**src/rtl/sseg_pkg.sv**
```systemverilog
// Shared constants for the seven-segment display controller.
//   - register offsets (iAddress[10:0])
//   - CTRL bit positions and writable-bit masks
//   - blank pattern and 16-entry active-low hex glyph table
//   - blink phase enum
package sseg_pkg;

  localparam logic [10:0] SSEG_DATA_OFS  = 11'h020;
  localparam logic [10:0] SSEG_CTRL_OFS  = 11'h024;
  localparam logic [10:0] SSEG_RAWLO_OFS = 11'h028;
  localparam logic [10:0] SSEG_RAWHI_OFS = 11'h02C;

  // CTRL[7:0] blank mask, CTRL[15:8] dp mask
  localparam int SSEG_CTRL_DP    = 8;
  localparam int SSEG_CTRL_EN    = 16;
  localparam int SSEG_CTRL_BLINK = 17;
  localparam int SSEG_CTRL_LZS   = 18;
  localparam int SSEG_CTRL_RAW   = 19;

  // Bits of CTRL that are stored; everything else reads back as 0
  localparam logic [31:0] SSEG_CTRL_MASK     = 32'h0007_FFFF;
  localparam logic [31:0] SSEG_CTRL_MASK_RAW = 32'h000F_FFFF;

  localparam logic [7:0] SSEG_BLANK = 8'hFF;

  // Active-low {dp,g,f,e,d,c,b,a}; dp bit is 1 (off) in every entry
  localparam logic [7:0] SSEG_GLYPH [0:15] = '{
    8'hC0, 8'hF9, 8'hA4, 8'hB0, 8'h99, 8'h92, 8'h82, 8'hF8,
    8'h80, 8'h90, 8'h88, 8'h83, 8'hC6, 8'hA1, 8'h86, 8'h8E
  };

  typedef enum logic {PH_ON = 1'b0, PH_OFF = 1'b1} phase_e;

endpackage

```
**src/rtl/sseg_hex_decoder.sv**
```systemverilog
// Combinational nibble -> active-low segment byte for one digit.
//   nib : hex value to show
//   dp  : 1 lights the decimal point
//   seg : {dp,g,f,e,d,c,b,a}, active-low
module sseg_hex_decoder
  import sseg_pkg::*;
(
  input  logic [3:0] nib,
  input  logic       dp,
  output logic [7:0] seg
);

  always_comb begin
    seg    = SSEG_GLYPH[nib];
    seg[7] = ~dp;
  end

endmodule

```
**src/rtl/sseg_display_ctrl.sv**
```systemverilog
// Memory-mapped controller for eight seven-segment digits.
//   iClk, iReset_n       : clock, asynchronous active-low reset
//   iAddress, iWriteData : I/O bus address (only [10:0] decoded) and write data
//   iWR, iIOS            : write strobe, I/O space select
//   oReadData            : combinational readback, 0 when not selected
//   oSSLED7..oSSLED0     : active-low digit segments {dp,g,f,e,d,c,b,a}
// Registers: DATA @0x020, CTRL @0x024.
// Optional build macro SSEG_RAW_MODE_EN adds RAW_LO @0x028, RAW_HI @0x02C and
// CTRL[19] RAW (lit digits show the raw byte instead of the hex glyph).
module sseg_display_ctrl
  import sseg_pkg::*;
#(
  parameter int DATAWIDTH = 32,
  parameter int ADDRWIDTH = 32,
  parameter int BLINK_DIV = 25_000_000,
  parameter int CNTWIDTH  = 25
) (
  input  logic                 iClk,
  input  logic                 iReset_n,
  input  logic [ADDRWIDTH-1:0] iAddress,
  input  logic [DATAWIDTH-1:0] iWriteData,
  output logic [DATAWIDTH-1:0] oReadData,
  input  logic                 iWR,
  input  logic                 iIOS,
  output logic [7:0]           oSSLED7,
  output logic [7:0]           oSSLED6,
  output logic [7:0]           oSSLED5,
  output logic [7:0]           oSSLED4,
  output logic [7:0]           oSSLED3,
  output logic [7:0]           oSSLED2,
  output logic [7:0]           oSSLED1,
  output logic [7:0]           oSSLED0
);

  localparam int NUM_DIGITS = 8;

`ifdef SSEG_RAW_MODE_EN
  localparam logic [31:0] CTRL_MASK = SSEG_CTRL_MASK_RAW;
`else
  localparam logic [31:0] CTRL_MASK = SSEG_CTRL_MASK;
`endif

  logic [10:0] ofs;
  logic        sel_data, sel_ctrl;
  logic [31:0] data_q, ctrl_q, ctrl_d;

  assign ofs      = iAddress[10:0];
  assign sel_data = iIOS && (ofs == SSEG_DATA_OFS);
  assign sel_ctrl = iIOS && (ofs == SSEG_CTRL_OFS);

  // CTRL as it will be after this edge; the blink FSM looks ahead at it so
  // that clearing BLINK/EN forces the phase ON on the write edge itself.
  assign ctrl_d = (sel_ctrl && iWR) ? (iWriteData & CTRL_MASK) : ctrl_q;

  always_ff @(posedge iClk or negedge iReset_n) begin
    if (!iReset_n) begin
      data_q <= '0;
      ctrl_q <= '0;
    end else begin
      if (sel_data && iWR) data_q <= iWriteData;
      ctrl_q <= ctrl_d;
    end
  end

`ifdef SSEG_RAW_MODE_EN
  logic        sel_rawlo, sel_rawhi, raw_mode;
  logic [31:0] rawlo_q, rawhi_q;

  assign sel_rawlo = iIOS && (ofs == SSEG_RAWLO_OFS);
  assign sel_rawhi = iIOS && (ofs == SSEG_RAWHI_OFS);
  assign raw_mode  = ctrl_q[SSEG_CTRL_RAW];

  always_ff @(posedge iClk or negedge iReset_n) begin
    if (!iReset_n) begin
      rawlo_q <= '1;
      rawhi_q <= '1;
    end else begin
      if (sel_rawlo && iWR) rawlo_q <= iWriteData;
      if (sel_rawhi && iWR) rawhi_q <= iWriteData;
    end
  end
`else
  logic raw_mode;
  assign raw_mode = 1'b0;
`endif

  // Readback
  always_comb begin
    oReadData = '0;
    if (sel_data) oReadData = data_q;
    if (sel_ctrl) oReadData = ctrl_q;
`ifdef SSEG_RAW_MODE_EN
    if (sel_rawlo) oReadData = rawlo_q;
    if (sel_rawhi) oReadData = rawhi_q;
`endif
  end

  // Blink FSM
  phase_e              phase_q, phase_d;
  logic [CNTWIDTH-1:0] cnt_q, cnt_d;
  logic                act_q, act_d;

  assign act_q = ctrl_q[SSEG_CTRL_EN] & ctrl_q[SSEG_CTRL_BLINK];
  assign act_d = ctrl_d[SSEG_CTRL_EN] & ctrl_d[SSEG_CTRL_BLINK];

  always_ff @(posedge iClk or negedge iReset_n) begin
    if (!iReset_n) begin
      phase_q <= PH_ON;
      cnt_q   <= '0;
    end else begin
      phase_q <= phase_d;
      cnt_q   <= cnt_d;
    end
  end

  always_comb begin
    phase_d = phase_q;
    cnt_d   = cnt_q;
    if (!act_d) begin
      phase_d = PH_ON;
      cnt_d   = '0;
    end else if (act_q) begin
      // Counting only starts the edge after blinking is switched on, so the
      // first ON phase is a full BLINK_DIV cycles long.
      if (cnt_q == CNTWIDTH'(BLINK_DIV - 1)) begin
        cnt_d   = '0;
        phase_d = (phase_q == PH_ON) ? PH_OFF : PH_ON;
      end else begin
        cnt_d = cnt_q + 1'b1;
      end
    end
  end

  // Leading-zero chain: allz[n] = nibbles 7..n all zero
  logic [NUM_DIGITS-1:0]      allz, supp, lit;
  logic [NUM_DIGITS-1:0][7:0] hex_seg, seg;

  assign allz[NUM_DIGITS-1] = (data_q[31:28] == 4'h0);

  for (genvar n = 0; n < NUM_DIGITS; n++) begin : g_digit
    logic [7:0] src;

    if (n < NUM_DIGITS - 1) begin : g_chain
      assign allz[n] = allz[n+1] & (data_q[4*n +: 4] == 4'h0);
    end

    // Digit 0 is never suppressed so a zero value still shows "0"
    if (n == 0) begin : g_nosupp
      assign supp[n] = 1'b0;
    end else begin : g_supp
      assign supp[n] = ctrl_q[SSEG_CTRL_LZS] & ~raw_mode & allz[n];
    end

    sseg_hex_decoder u_dec (
      .nib (data_q[4*n +: 4]),
      .dp  (ctrl_q[SSEG_CTRL_DP + n]),
      .seg (hex_seg[n])
    );

`ifdef SSEG_RAW_MODE_EN
    if (n < 4) begin : g_rlo
      assign src = raw_mode ? rawlo_q[8*n +: 8] : hex_seg[n];
    end else begin : g_rhi
      assign src = raw_mode ? rawhi_q[8*(n-4) +: 8] : hex_seg[n];
    end
`else
    assign src = hex_seg[n];
`endif

    assign lit[n] = ctrl_q[SSEG_CTRL_EN] & ~ctrl_q[n] & ~supp[n] & (phase_q == PH_ON);
    assign seg[n] = lit[n] ? src : SSEG_BLANK;
  end

  assign oSSLED0 = seg[0];
  assign oSSLED1 = seg[1];
  assign oSSLED2 = seg[2];
  assign oSSLED3 = seg[3];
  assign oSSLED4 = seg[4];
  assign oSSLED5 = seg[5];
  assign oSSLED6 = seg[6];
  assign oSSLED7 = seg[7];

  logic unused_addr;
  assign unused_addr = ^iAddress[ADDRWIDTH-1:11];

endmodule

```
**config.mk**
```make
export PLATFORM = sky130hd
export DESIGN_NAME = sseg_display_ctrl
export DESIGN_NICKNAME = d
export VERILOG_FILES = /design/src/rtl/sseg_pkg.sv /design/src/rtl/sseg_hex_decoder.sv /design/src/rtl/sseg_display_ctrl.sv
export SDC_FILE = /design/constraint.sdc
export NUM_CORES = 1
export LEC_CHECK = 0
export ABC_AREA = 1
export CELL_PAD_IN_SITES_DETAIL_PLACEMENT = 1
export CELL_PAD_IN_SITES_GLOBAL_PLACEMENT = 1
export CORE_UTILIZATION = 36
export CTS_BUF_LIST = sky130_fd_sc_hd__clkbuf_8
export DETAILED_ROUTE_END_ITERATION = 16
export HOLD_SLACK_MARGIN = 0.1
export PLACE_DENSITY_LB_ADDON = 0.1
export SLEW_MARGIN = 10
export SYNTH_ARGS = -nofsm -noshare
export SYNTH_HDL_FRONTEND = slang
export SYNTH_SLANG_ARGS = --single-unit
```
**constraint.sdc**
```tcl
create_clock -name iClk -period 2.4 [get_ports iClk]
set_input_delay 0.24 -clock iClk [delete_from_list [all_inputs] [get_ports iClk]]
set_output_delay 0.24 -clock iClk [all_outputs]
set_load 0.1 [all_outputs]
```
; Word level (Yosys, flattened, before mapping)
; Memories as Yosys holds them, arrays and structs flattened.
; Cells that the tools add are included.
[word_totals]
out_inout_bits = 96
elab_cells = 143
mem_bits_ro = 1024
reg_bits = 77
input_bits = 68
mem_count = 8
[mem_list]
columns = memory, words, word_bits, read_ports, rd_clocked_by_memory_dff, wr, line_no
row1 = (no name shown), 16, 8, 1, 0, 0, sseg_hex_decoder.sv:14  ; seg = SSEG_GLYPH[nib];
row2 = (no name shown), 16, 8, 1, 0, 0, sseg_hex_decoder.sv:14
row3 = (no name shown), 16, 8, 1, 0, 0, sseg_hex_decoder.sv:14
row4 = (no name shown), 16, 8, 1, 0, 0, sseg_hex_decoder.sv:14
row5 = (no name shown), 16, 8, 1, 0, 0, sseg_hex_decoder.sv:14
row6 = (no name shown), 16, 8, 1, 0, 0, sseg_hex_decoder.sv:14
row7 = 2 more memories, n/a, n/a, n/a, n/a, n/a, n/a
[classes]
reduce_logical = 12
n_eq_ne = 5
n_addsub = 1
muxes = 34
bitwise = 70
n_lt_le_gt_ge = 8
[op_table]
columns = operator, count
row1 = 7-bit 2-to-1 mux, 16
row2 = 25-bit 2-to-1 mux, 3
row3 = 32-bit 2-to-1 mux, 2
row4 = 8-bit 2-to-1 mux, 8
row5 = 5-bit >= comparator (second input constant), 8
row6 = 4-bit NOT with 5-bit output, 8
row7 = 1-bit AND, 38
row8 = 4-bit logical NOT, 7
row9 = 25-bit by 1-bit adder with 25-bit output (second input constant), 1
row10 = 25-bit equality test (second input constant), 1
row11 = 1-bit NOT, 24
row12 = 11-bit by 6-bit equality test with 1-bit output (second input constant), 2
row13 = 18-bit 2-to-1 mux, 1
row14 = 1-bit logical AND, 4
row15 = 1-bit 2-to-1 mux, 4
row16 = 2-bit by 1-bit inequality test with 1-bit output (second input constant), 1
row17 = 2-bit inequality test (second input constant), 1
row18 = 2-bit AND reduction, 1

; Depth between registers and ports, before layout
; Gate-level depths: netlist of run 1.
[logic_depth]
word_depth = 12
mapped_depth = 13
mapped_depth_nobuf = 12

; By module
; A second synthesis of run 1 with hierarchy kept.
[hier_totals]
hier_cells = 1120
hier_area_um2 = 7150.6
[modules_own_cells]
columns = mod, cells_per_inst, area_per_inst_um2, n_inst
row1 = sseg_display_ctrl, 718, 4923.5, 1
row2 = sseg_hex_decoder at g_digit[2].u_dec ..., 50, 277.8, 6
row3 = sseg_hex_decoder at g_digit[0].u_dec, 50, 281.5, 1
row4 = sseg_hex_decoder at g_digit[1].u_dec, 52, 279.0, 1

; Worst setup path after synthesis of run 1
; OpenSTA, ideal clock, no wires.
[synth_timing]
kind = register to output
from = register data_q[23]
to = output oSSLED5[4]
arrival_time_ns = 4.232
path_stages_with_launch = 4
path_slack_ns = -2.072
path_cell_list = dfrtp_1 -> clkbuf_1 -> inv_1 -> o311ai_0
[synth_between]
elab_chain_cells = 7
[synth_rtl]
columns = item, line_no
row1 = start: declaration, sseg_display_ctrl.sv:45  ; logic [31:0] data_q, ctrl_q, ctrl_d;
row2 = start signal: assignment, sseg_display_ctrl.sv:60  ; if (sel_data && iWR) data_q <= iWriteData;
row3 = branches (longest 6 deep; another with memory 16 x 8 bit), n/a
row4 = 8-bit 2-to-1 mux *, sseg_display_ctrl.sv:171  ; assign seg[n] = lit[n] ? src : SSEG_BLANK;
row5 = end: declaration, sseg_display_ctrl.sv:27  ; output logic [7:0] oSSLED5,
; Mark *: on every way between the ends. The select of a mux whose other input is x is not followed.

; Worst setup path after layout of run 1
[layout_timing]
from = register data_q[24]
to = output oSSLED4[1]
[layout_between]
elab_chain_cells = 9
[layout_rtl]
columns = item, line_no
row1 = 4-bit logical NOT, sseg_display_ctrl.sv:144  ; assign allz[n] = allz[n+1] & (data_q[4*n +: 4] == 4'h0);
row2 = 1-bit AND (3 in a row), sseg_display_ctrl.sv:144
row3 = 1-bit AND, sseg_display_ctrl.sv:151  ; assign supp[n] = ctrl_q[SSEG_CTRL_LZS] & ~raw_mode & allz[n];
row4 = 1-bit NOT, sseg_display_ctrl.sv:170  ; assign lit[n] = ctrl_q[SSEG_CTRL_EN] & ~ctrl_q[n] & ~supp[n] & (phase_q == PH_ON);
row5 = 1-bit AND (2 in a row), sseg_display_ctrl.sv:170
row6 = 8-bit 2-to-1 mux, sseg_display_ctrl.sv:171
row7 = end: declaration, sseg_display_ctrl.sv:28  ; output logic [7:0] oSSLED4,
; Every way passes these cells.

==> metrics.md, run 1 <==
| Metric | Value |
|---|---|
| EDFF count, synth | `0` |
| IO Pins | `164` |
| Sequential cell area fraction in the yosys report | `0.3026` |
| Asr flop ratio synth | `1.000` |
| Worst skew pair latency | `380 ps` |
| Clock skew | `8.858 ps` |
| # rows | `48` |
| Warnings from Yosys | `0` |
| Fin nets | `1236` |
| Ys flop type | `dfrtp_1` |
| RSZ-0062 raised after global routing | `true` |
| Slowest cell on crit path | `dfrtp_1` |
| Iter 0 DRT Violations | `312` |
| Post-synthesis mux area share | `0` |
| Die W | `135.0 um` |
| Total Power | `2506 uW` |
| Netlist cell types | `45` |
| ANT nets after route | `0` |
| Sink Count | `77` |
| Synth area leader | `dfrtp_1` |
| WL per Instance | `17.91 um` |
| Ratio of cells with drive above 1 in the final layout | `0.2487` |
| Worst min-delay path class | `in -> async` |
| Mapped Area | `0.006369 mm2` |
| Status | `finished, violations left` |
| Vias after detailed routing | `7254` |
| Commonest cells after routing, fill and taps aside | `nand2_1, nor2_1, buf_12` |
| Core Box Area | `0.01730 mm2` |
| Adder-cell share of the synthesized area | `0.08448` |
| Grt ovf | `0` |
| Relative slew margins | `0.5921` |
| Final worst-path cycle share | `1.054` |
| First-pass GRT wire length | `38090 um` |
| Kind of critical path | `reg -> out` |
| Crit. End Element | `primary output` |
| Post-route minimum period | `2530 ps` |
| WP data required | `2160 ps` |
| Routed wire length | `24270 um` |
| Final hold violations | `0` |
| Yosys top cell area share | `0.3026` |
| Residual DRC count | `0` |
| Final Wtd Congestion | `0.8847` |
| Final core occ | `0.5909` |
| Main combinational cell family by area after synthesis | `simple AND/OR/NAND/NOR gates` |
| Fmax achieved | `395.3 MHz` |
| Crit path DAT | `2290 ps` |
| Compound-Gate Fraction of Synth Area | `0.1430` |
| Total CTS buffers | `9` |
| Top cells by area, synth | `dfrtp_1, nand2_1, ha_1` |
| # H-tree levels | `3` |
| Max_cap viols | `0` |
| Port Buffers | `142` |
| Ant. Diodes | `0` |
| Die H | `135.0 um` |
| Family with the most delay on the worst path | `buffers and inverters` |
| Clk slew on worst S/H paths | `90 ps` |
| Worst Slack Setup Final | `-129.6 ps` |
| Syn_area_per_cell | `6.627 um2` |
| Die Area | `0.01823 mm2` |
| Non-filler cells, final | `1355` |
| Initial antenna violation count | `0` |
| Drt pass-1 iters | `4` |
| Critical path launch point type | `flip-flop` |
| Most common cell after layout, fill and taps aside | `nand2_1` |
| P&R area growth vs syn | `60.47%` |
| Gate Count Post-Synth | `961` |
| Starting density of the core | `0.3682` |
| Vias per cell | `5.354` |
| CP Cell Sequence | `inv_2 > ha_4 > inv_1 > nor2_4 > nand4_4 > nor2_4 > buf_4 > nor3_4 > buf_12 > nand3_2 > buf_12` |
| Max-slew violations | `0` |
| Worst hold slack | `388.5 ps` |
| CTS tree | `yes` |
| Hpwl dp | `17700 um` |
| Maximum number of pins on one net before global-route repair | `61` |
| #FFs+latches synth | `77` |
| Failing checks | `negative setup slack` |
| Peak VDD IR | `0.1847 mV` |
| Max incr delay on CP | `420 ps` |
| Root buf cell | `clkbuf_8` |
| Worst-Margin Slew | `611.1 ps` |
| Leak | `0.004451 uW` |
| Final setup viols | `46` |
| CP max FO | `8` |
| Dpl cells | `1321` |
| WP buf/inv | `5` |
| CTS Buffer Depth | `2` |
| Vias in the first global route | `7503` |
| Post-Synth Simple-Gate Area | `0.3538` |
| Power per cell area | `245.2 mW/mm2` |
| Xor/xnor cell area share of the yosys netlist | `0.01513` |
| Mapped Nets | `1072` |
| FILL cells | `2073` |
| Gr usage total | `0.2632` |
==> state kept, by name, summed over array words and instances (netlist names) <==
name	cells
phase_q	1
ctrl_q	19
data_q	32
cnt_q	25
==> Yosys cell counts (all sizes together), types with 3 or more instances <==
| library cell | instances |
|---|---|
| dfrtp | 77 |
| ha | 43 |
| xor2 | 9 |
| nand2 | 248 |
| nor3 | 22 |
| a211oi | 3 |
| o211ai | 12 |
| buf | 12 |
| o21ai | 72 |
| inv | 116 |
| clkinv | 3 |
| o311ai | 3 |
| clkbuf | 26 |
| nand3 | 104 |
| o2111ai | 4 |
| o22ai | 9 |
| nor2 | 127 |
| a21oi | 30 |
| nand4 | 14 |
| o31ai | 6 |
==> layout make-up <==
cell class              count  area (um2)  share of cell area
repair buffers            191        2840              0.2779
clock inverters             6       46.29            0.004530
flip-flops and latches     77        1927              0.1885
well taps                 225       281.5             0.02755
multi-input cells         727        4527              0.4429
inverters                 119       460.4             0.04505
clock buffers              10       137.6             0.01347
==> metal layers <==
layer | vias up | part of all wire | wire, um | track usage
met1 | 3589 | 0.44 | 10700 | 0.3315
li1 | 3470 | - | - | -
met4 | 0 | 0.018 | 438 | 0.08177
met3 | 29 | 0.033 | 800 | 0.03078
met2 | 166 | 0.51 | 12330 | 0.4676
met5 | - | 0 | 0 | 0
==> where the power goes <==
part	internal (uW)	switching, uW	total (uW)
clock network	409	560	969
registers	1300	5.58	1310
logic	103	129	232
==> path summary, 6_finish.rpt <==
| kind | from | endpoint | slack, ps | depth (start not counted) |
|---|---|---|---|---|
| setup / recovery | data_q[24]$_DFFE_PN0P_ | oSSLED4[1] | -130 | 11 |
| hold / removal | iReset_n | cnt_q[2]$_DFFE_PN0P_ | 390 | 2 |
| setup reg to reg | cnt_q[0]$_DFFE_PN0P_ | cnt_q[24]$_DFFE_PN0P_ | 460 | 9 |
| hold reg to reg | ctrl_q[7]$_DFFE_PN0N_ | ctrl_q[7]$_DFFE_PN0N_ | 520 | 2 |
| max in group asynchronous | iReset_n | data_q[21]$_DFFE_PN0P_ | 1390 | 3 |
| min in group iClk | iWriteData[7] | ctrl_q[7]$_DFFE_PN0N_ | 440 | 3 |
==> metrics by stage <==
step | setup slack, ps | area [um2] | TNS (ps)
global placement | 124.7 | 9560 | 0
floorplan | -595.0 | 6820 | -6438
finish | -129.6 | 10220 | -3053
detailed placement | 82.60 | 9560 | 0
CTS | -140.6 | 9997 | -2007
global route | -256.2 | 10220 | -8004
==> what timing repair did <==
action,4_1_cts,5_1_grt
pin swaps,10,9
hold buffers,1,0
endpoints found under the hold margin,40,0
resized for setup,37,35
setup endpoints to repair,48,46
setup buffers,8,9
==> cell families after synthesis <==
logic type      after synthesis
compound gates              154
xor+xnor                     11
fa+ha+maj                    43
buf+inv                     157
flops                        77
simple gates                519
(Power assumes the default switching activity.)
==> inputs of run 2 (changes only) <==
Settings changed: SLEW_MARGIN 10 to not set.
==> results of run 2 <==
No change in the layout: final DEF, timing and power equal those of run 1.
